**src/rtl/mult_div_unit.sv**
```systemverilog
`default_nettype none
// ============================================================================
// mult_div_unit : iterative 32-step MULT/MULTU/DIV/DIVU engine owning HI/LO
// Rev 1.0
// ============================================================================
module mult_div_unit #(
  parameter int WIDTH = 32,
  parameter int CNT_W = 5
) (
  input  logic             clk,
  input  logic             rst,
  input  logic             start,
  input  logic [1:0]       op,
  input  logic [WIDTH-1:0] A,
  input  logic [WIDTH-1:0] B,
  input  logic             hi_we,
  input  logic             lo_we,
  input  logic [WIDTH-1:0] wdata,
  output logic             busy,
  output logic             done,
  output logic [WIDTH-1:0] HI,
  output logic [WIDTH-1:0] LO
);

  typedef enum logic [1:0] {
    S_IDLE = 2'd0,
    S_CALC = 2'd1,
    S_FIX  = 2'd2
  } state_t;

  localparam logic [CNT_W-1:0] c_last_iter = CNT_W'(WIDTH - 1);

  state_t             state_q, state_d;
  logic [CNT_W-1:0]   cnt_q, cnt_d;
  logic [2*WIDTH-1:0] acc_q, acc_d;
  logic [WIDTH-1:0]   opnd_q, opnd_d;
  logic [WIDTH-1:0]   hi_q, hi_d;
  logic [WIDTH-1:0]   lo_q, lo_d;
  logic               is_div_q, is_div_d;
  logic               sign_a_q, sign_a_d;
  logic               sign_b_q, sign_b_d;
  logic               div_zero_q, div_zero_d;
  logic               busy_q, busy_d;
  logic               done_q, done_d;

  logic               a_neg, b_neg;
  logic [WIDTH-1:0]   mag_a, mag_b;
  logic [WIDTH:0]     mul_sum;
  logic               div_ge;
  logic [WIDTH-1:0]   div_diff;
  logic [2*WIDTH-1:0] prod_fix;
  logic [WIDTH-1:0]   quot_fix, rem_fix;

  // op[0]=0 selects the signed variants (MULT, DIV)
  assign a_neg = ~op[0] & A[WIDTH-1];
  assign b_neg = ~op[0] & B[WIDTH-1];
  assign mag_a = a_neg ? -A : A;
  assign mag_b = b_neg ? -B : B;

  // Multiply: acc holds {partial, multiplier}; add on LSB then shift right.
  assign mul_sum = {1'b0, acc_q[2*WIDTH-1:WIDTH]} + {1'b0, (acc_q[0] ? opnd_q : {WIDTH{1'b0}})};

  // Divide: acc holds {rem, quot}; the shifted remainder is acc_q[2W-1:W-1].
  assign div_ge   = acc_q[2*WIDTH-1:WIDTH-1] >= {1'b0, opnd_q};
  assign div_diff = acc_q[2*WIDTH-2:WIDTH-1] - opnd_q;

  assign prod_fix = (sign_a_q ^ sign_b_q) ? -acc_q : acc_q;
  assign quot_fix = (sign_a_q ^ sign_b_q) ? -acc_q[WIDTH-1:0] : acc_q[WIDTH-1:0];
  assign rem_fix  = sign_a_q ? -acc_q[2*WIDTH-1:WIDTH] : acc_q[2*WIDTH-1:WIDTH];

  always_comb begin
    state_d    = state_q;
    cnt_d      = cnt_q;
    acc_d      = acc_q;
    opnd_d     = opnd_q;
    hi_d       = hi_q;
    lo_d       = lo_q;
    is_div_d   = is_div_q;
    sign_a_d   = sign_a_q;
    sign_b_d   = sign_b_q;
    div_zero_d = div_zero_q;
    busy_d     = busy_q;
    done_d     = 1'b0;

    case (state_q)
      S_IDLE: begin
        if (hi_we) hi_d = wdata;
        if (lo_we) lo_d = wdata;
        if (start) begin
          state_d    = S_CALC;
          busy_d     = 1'b1;
          cnt_d      = '0;
          is_div_d   = op[1];
          sign_a_d   = a_neg;
          sign_b_d   = b_neg;
          div_zero_d = op[1] && (B == '0);
          opnd_d     = op[1] ? mag_b : mag_a;
          acc_d      = {{WIDTH{1'b0}}, (op[1] ? mag_a : mag_b)};
        end
      end
      S_CALC: begin
        cnt_d = cnt_q + CNT_W'(1);
        if (is_div_q) begin
          acc_d = div_ge ? {div_diff, acc_q[WIDTH-2:0], 1'b1}
                         : {acc_q[2*WIDTH-2:0], 1'b0};
        end else begin
          acc_d = {mul_sum, acc_q[WIDTH-1:1]};
        end
        if (cnt_q == c_last_iter) state_d = S_FIX;
      end
      S_FIX: begin
        state_d = S_IDLE;
        busy_d  = 1'b0;
        done_d  = 1'b1;
        // A zero divisor still runs the full sequence but leaves HI/LO alone.
        if (!div_zero_q) begin
          if (is_div_q) begin
            hi_d = rem_fix;
            lo_d = quot_fix;
          end else begin
            {hi_d, lo_d} = prod_fix;
          end
        end
      end
      default: state_d = S_IDLE;
    endcase
  end

  always_ff @(posedge clk) begin
    if (rst) begin
      state_q    <= S_IDLE;
      cnt_q      <= '0;
      acc_q      <= '0;
      opnd_q     <= '0;
      hi_q       <= '0;
      lo_q       <= '0;
      is_div_q   <= 1'b0;
      sign_a_q   <= 1'b0;
      sign_b_q   <= 1'b0;
      div_zero_q <= 1'b0;
      busy_q     <= 1'b0;
      done_q     <= 1'b0;
    end else begin
      state_q    <= state_d;
      cnt_q      <= cnt_d;
      acc_q      <= acc_d;
      opnd_q     <= opnd_d;
      hi_q       <= hi_d;
      lo_q       <= lo_d;
      is_div_q   <= is_div_d;
      sign_a_q   <= sign_a_d;
      sign_b_q   <= sign_b_d;
      div_zero_q <= div_zero_d;
      busy_q     <= busy_d;
      done_q     <= done_d;
    end
  end

  assign busy = busy_q;
  assign done = done_q;
  assign HI   = hi_q;
  assign LO   = lo_q;

endmodule
`default_nettype wire

```
**config.mk**
```make
export PLATFORM = sky130hd
export DESIGN_NAME = mult_div_unit
export DESIGN_NICKNAME = d
export VERILOG_FILES = /design/src/rtl/mult_div_unit.sv
export SDC_FILE = /design/constraint.sdc
export NUM_CORES = 1
export LEC_CHECK = 0
export ABC_AREA = 0
export CAP_MARGIN = 0
export CELL_PAD_IN_SITES_DETAIL_PLACEMENT = 0
export CELL_PAD_IN_SITES_GLOBAL_PLACEMENT = 1
export CORE_MARGIN = 8
export CORE_UTILIZATION = 30
export DETAILED_ROUTE_END_ITERATION = 10
export HOLD_SLACK_MARGIN = 0.02
export PLACE_DENSITY_LB_ADDON = 0.1
export SLEW_MARGIN = 10
export SYNTH_ARGS = -nofsm -noshare
export SYNTH_HDL_FRONTEND = slang
export SYNTH_SLANG_ARGS = --single-unit
```
**constraint.sdc**
```tcl
create_clock -name clk -period 4.6 [get_ports clk]
set_input_delay 0.92 -clock clk [delete_from_list [all_inputs] [get_ports clk]]
set_output_delay 0.92 -clock clk [all_outputs]
set_load 0.05 [all_outputs]
```
-- After elaboration in Yosys (flattened, before gate mapping)
Cells that the tools add are included.
Widths: inputs -> output; s select.
- bits in registers: 173
- word-level logic and storage cells: 72
- add/sub/neg operators: 8
- $lt $le $gt $ge: 1
- equal/unequal tests: 8
- mux-type cells: 28
- bitwise gates (word level): 4
- reductions and logical operators: 11
- operators with widths (operator ; number):
    $mux 32 ; 13
    $mux 64 ; 4
    $neg 32->32 ; 4
    $pmux 32 s2 ; 2
    $pmux 64 s2 ; 1
    $neg 64->64 ; 1
    $add 32x32->33 ; 1
    $ge 33x32->1 ; 1
    $logic_not 32->1 ; 1
    $sub 32x32->32 ; 1
    $ne 2x2->1 const B ; 5
    $pmux 5 s2 ; 1
    $reduce_and 2->1 ; 4
    $reduce_and 3->1 ; 2
    $add 5x1->5 const B ; 1
    $eq 5x5->1 const B ; 1
    $mux 5 ; 1
    $mux 2 ; 2
    $pmux 2 s2 ; 1
    $reduce_bool 2->1 ; 2
    $and 1x1->1 ; 2
    $eq 2x1->1 const B ; 1
    $eq 2x2->1 const B ; 1
    $logic_not 2->1 ; 1
    5 further kinds ; 6

-- Depth between registers and ports, before layout
- depth after elaboration: 6
- gate-level depth with buffers: 14
- mapped depth without buffers: 13

-- Least setup slack after synthesis
Ideal clock, no wire load.
- path kind: input -> register
- start: input port B[9]
- end: register acc_q[29]
- library setup time: 0.137 ns
- arrival time: 3.228 ns
- path slack: 1.235 ns
- cell stages on the path: 10
- buffers on the path: 1
- cell sequence: or4_1 > or4_1 > clkbuf_1 > nor4_1 > a21oi_1 > xor2_1 > nor2_1 > nor3_1 > a211oi_1 > a211oi_1
- cells in the longest elaborated chain, start to end: 5
- ends and longest elaborated chain (element ; RTL line ; RTL):
    from (decl) ; 15 ; input logic [WIDTH-1:0] B,
    $neg 32->32 ; 58 ; assign mag_b = b_neg ? -B : B;
    $mux 32 ; 58 ;
    $mux 32 ; 98 ; acc_d = {{WIDTH{1'b0}}, (op[1] ? mag_a : mag_b)};
    $mux 64 ; 89 ; if (start) begin
    $pmux 64 s2 ; 85 ; case (state_q)
    to (signal assigned) ; 133 ; acc_q <= '0;
    to (signal assigned) ; 146 ; acc_q <= acc_d;
    to (decl) ; 35 ; logic [2*WIDTH-1:0] acc_q, acc_d;
No other way between the ends. The select of a mux whose other input is x is not followed.
A chain may end at the register's enable or synchronous reset.

-- Worst setup path after layout
- start: register acc_q[32]
- end: register acc_q[32]
- cells in the longest elaborated chain, start to end: 4
- ends and longest elaborated chain (element ; RTL line ; RTL):
    $ge 33x32->1 ; 64 ; assign div_ge = acc_q[2*WIDTH-1:WIDTH-1] >= {1'b0, opnd_q};
    $mux 64 ; 104 ; acc_d = div_ge ? {div_diff, acc_q[WIDTH-2:0], 1'b1}
    $mux 64 * ; 103 ; if (is_div_q) begin
    $pmux 64 s2 * ; 85 ;
Mark *: on every way between the ends. The rest lies on a longest branch, timed or not.

==> summary.txt <==
Yosys
  • Post-synth EDFFs: 0
  • Synth warn: 0
  • Syn nets: 2176
  • Mapped cell area: 14600 um2
  • Seq/Total Area, Yosys: 23.7%
  • Synth top area share: 23.7%
  • Async S/R FF share, synth: 0%
  • Seq cells post-synth: 173
  • Post-synth top cells: nor2_1, nand2_1, a21oi_1
  • Post-synth top flop: dfxtp_1
  • Most frequent cell after synthesis: nor2_1
  • Yosys top cell by area: dfxtp_1
  • Syn avg cell area: 7.30 um2
  • Post-Synthesis Cells: 2001
  • Distinct cells, synth: 81
  • Largest cells by area after synthesis: dfxtp_1, a21oi_1, ha_1, nor2_1, xnor2_1

Power
  • Cell leakage power: 0.00672 uW
  • Clock power share: 30.9%
  • Peak VDD IR: 0.297 mV
  • Net Sw Power: 2040 uW
  • Power per cell area: 295 nW/um2
  • Seq pwr share: 33.4%
  • Total power: 5200 uW
  • Sw frac: 39.2%
  • Comb pwr share: 35.7%
  • Pint: 3160 uW

Clock network
  • H-Tree Depth: 4
  • Longest Clk Path Bufs: 2
  • Clock latency on the worst-skew pair: 470 ps
  • CTS tree: yes
  • Clock Sink Count: 173
  • # resized after CTS: 0
  • TritonCTS Buffers: 17
  • Buffer count from post-CTS setup fixing: 0
  • Post-CTS Hold Fix Bufs: 0
  • Reg clk slew, reported paths: 70 ps
  • Clk root buf: clkbuf_16

Hold path
  • Worst min path class: reg2reg

Route
  • Via density: 5.60
  • Met2 Routed Length: 28100 um
  • Routed wire length per instance: 23.4 um
  • DR WL met3: 3670 um
  • Vias: 15348
  • Antenna-violating nets left: 0
  • Routed met1 length: 30300 um
  • DRC: 0
  • Max Used Layer: met4
  • TritonRoute pass-1 iters: 5
  • Final WL: 64200 um
  • DR iter-0 viols: 1251

Finish
  • Nets: 2283
  • Layout area overhead: 20.6%
  • Share of layout cells above drive strength 1: 6.18%
  • Layout Utilization: 36.4%
  • Fin area: 17600 um2

Floorplanning
  • Total core area: 48400 um2
  • Starting density of the core: 30.1%
  • Full die area: 56000 um2
  • Boundary Pins: 169
  • Die Span Y: 237 um
  • Die X: 237 um
  • # rows: 81

Place
  • RD Place Congestion: 0.900
  • Detail Placement HPWL: 51100 um
  • Port Buf Inserts: 168
  • Placement Cell Area: 17000 um2

Timing
  • Final setup fails: 0
  • Slew Limit Fails: 0
  • TNS Setup: 0 ps
  • Rel. slew slack: 22.6%
  • Unrepaired setup endpoints after global routing: no
  • Tcrit/Tclk final: 85.2%
  • Max Freq: 0.255 GHz
  • Worst-margin pin slew: 1160 ps
  • Final hold slack: 453 ps
  • Hold Fails Final Rpt: 0
  • Crit path time final: 3920 ps
  • Skew final: 13.4 ps

Critical path
  • Slowest CP cell: a21oi_2
  • Critical path class: reg2reg
  • Crit-path max cell delay: 800 ps
  • Required time worst endpoint: 4950 ps
  • Worst-path fanout max: 20
  • CP Cell Sequence: ha_1, nor2b_1, o31a_1, o31ai_1, o211a_1, o21ai_2, a21oi_2, buf_4, o21ai_0, a221o_1
  • Worst setup EP type: flip-flop
  • Worst setup SP type: flip-flop
  • Worst Path Arrival: 4270 ps

GRT
  • First-pass GRT wire length: 95300 um
  • Vias in the first global route: 14572
  • GRT overflow: 0
  • Largest net degree at the start of global routing: 84
  • Initial antenna violation count: 0
  • Tot GR Track Use: 22.1%

Run
  • # Max-Cap Violations: 0

Outcome
  • Status: completed
## cells by family (layout without fill, tap and decap cells)
family,count (synthesis),count (layout),synth area share [%]
AO/OA/AOI/OAI,668,668,30.2
XOR/XNOR,164,164,9.84
adder cells (fa/ha/maj),72,72,6.27
buffers and inverters,210,329,5.48
flip-flops,173,173,23.7
multiplexers,51,51,3.54
other,0,1,0
AND/OR/NAND/NOR,663,663,21.0
## registers in the layout (all words and copies together) (netlist names)
register and cells:
acc_q 64, sign_a_q 1, HI 32, opnd_q 32, sign_b_q 1, LO 32
is_div_q 1, state_q 2, cnt_q 5, div_zero_q 1, done 1, busy 1
## critical path: cells and delay by family (launching register included)
kind | cells | cell delay, ps
AOI/OAI and AO/OA | 7 | 2360
and+or+nand+nor | 1 | 140
adders and majority gates | 1 | 320
DFF | 1 | 590
buffers and inverters | 1 | 380
## power by group through the flow
stage / logic, uW / registers, uW / clock network [uW]
floorplan: 1110 / 1830 / 0
global placement: 1850 / 1770 / 0
detailed placement: 1850 / 1770 / 0
CTS: 1860 / 1730 / 1640
global route: 2010 / 1750 / 1690
finish: 1860 / 1740 / 1610
## path summary, 6_finish.rpt
path              cells after the start       from  slack (ps)   endpoint
hold / removal                        2     HI[18]         450     HI[18]
hold reg to reg                       2     HI[18]         450     HI[18]
setup reg to reg                     10  acc_q[32]         680  acc_q[32]
setup / recovery                     10  acc_q[32]         680  acc_q[32]
## routing by layer
layer,vias to the layer above,global-route usage (%)
li1,7515,-
met1,7286,30.7
met2,466,34.3
met3,81,3.22
met4,0,8.39
met5,-,0
## layout make-up
cell class / instances / area (um2)
Antenna cell: 1 / 2.50
Clock buffer: 18 / 429
Clock inverter: 13 / 180
Fill cell: 5234 / 30800
Inverter: 70 / 263
Multi-Input combinational cell: 1618 / 10400
Sequential cell: 173 / 3460
Tap cell: 622 / 778
Timing Repair Buffer: 228 / 2120
## stage by stage
stage / cells / worst slack, ps
floorplan: 2001 / 1230
global placement: 2711 / 511
detailed placement: 2711 / 514
CTS: 2742 / 667
global route: 2742 / 422
finish: 2743 / 680
## layout by cell type (no fill, tap or decap), types with 7 or more instances in the layout
master / synthesis / routed
nand2b_1: 19 / 19
o21bai_1: 7 / 7
nor2_1: 231 / 230
a311oi_1: 14 / 14
clkdlybuf4s50_1: 0 / 166
a221oi_1: 10 / 10
clkbuf_16: 0 / 17
buf_4: 0 / 61
inv_1: 69 / 69
nor4_1: 16 / 16
ha_1: 70 / 70
o21a_1: 12 / 12
a21oi_1: 204 / 203
a22oi_1: 7 / 7
or4_1: 16 / 16
nand2_1: 207 / 206
nor3_1: 52 / 52
a31oi_1: 27 / 27
a211o_1: 11 / 11
nor2b_1: 13 / 11
a221o_1: 8 / 8
o21ai_0: 103 / 103
a21o_1: 36 / 36
dfxtp_1: 173 / 172
or3_1: 21 / 21
mux2i_1: 46 / 46
and2_1: 9 / 8
a32o_1: 8 / 8
nand3_1: 28 / 28
xor2_1: 66 / 66
o211ai_1: 42 / 42
o31ai_1: 27 / 27
and3_1: 14 / 14
nand4_1: 11 / 11
o41ai_1: 12 / 12
xnor2_1: 98 / 97
a211oi_1: 72 / 72
Power figures use the tool's default switching activity.
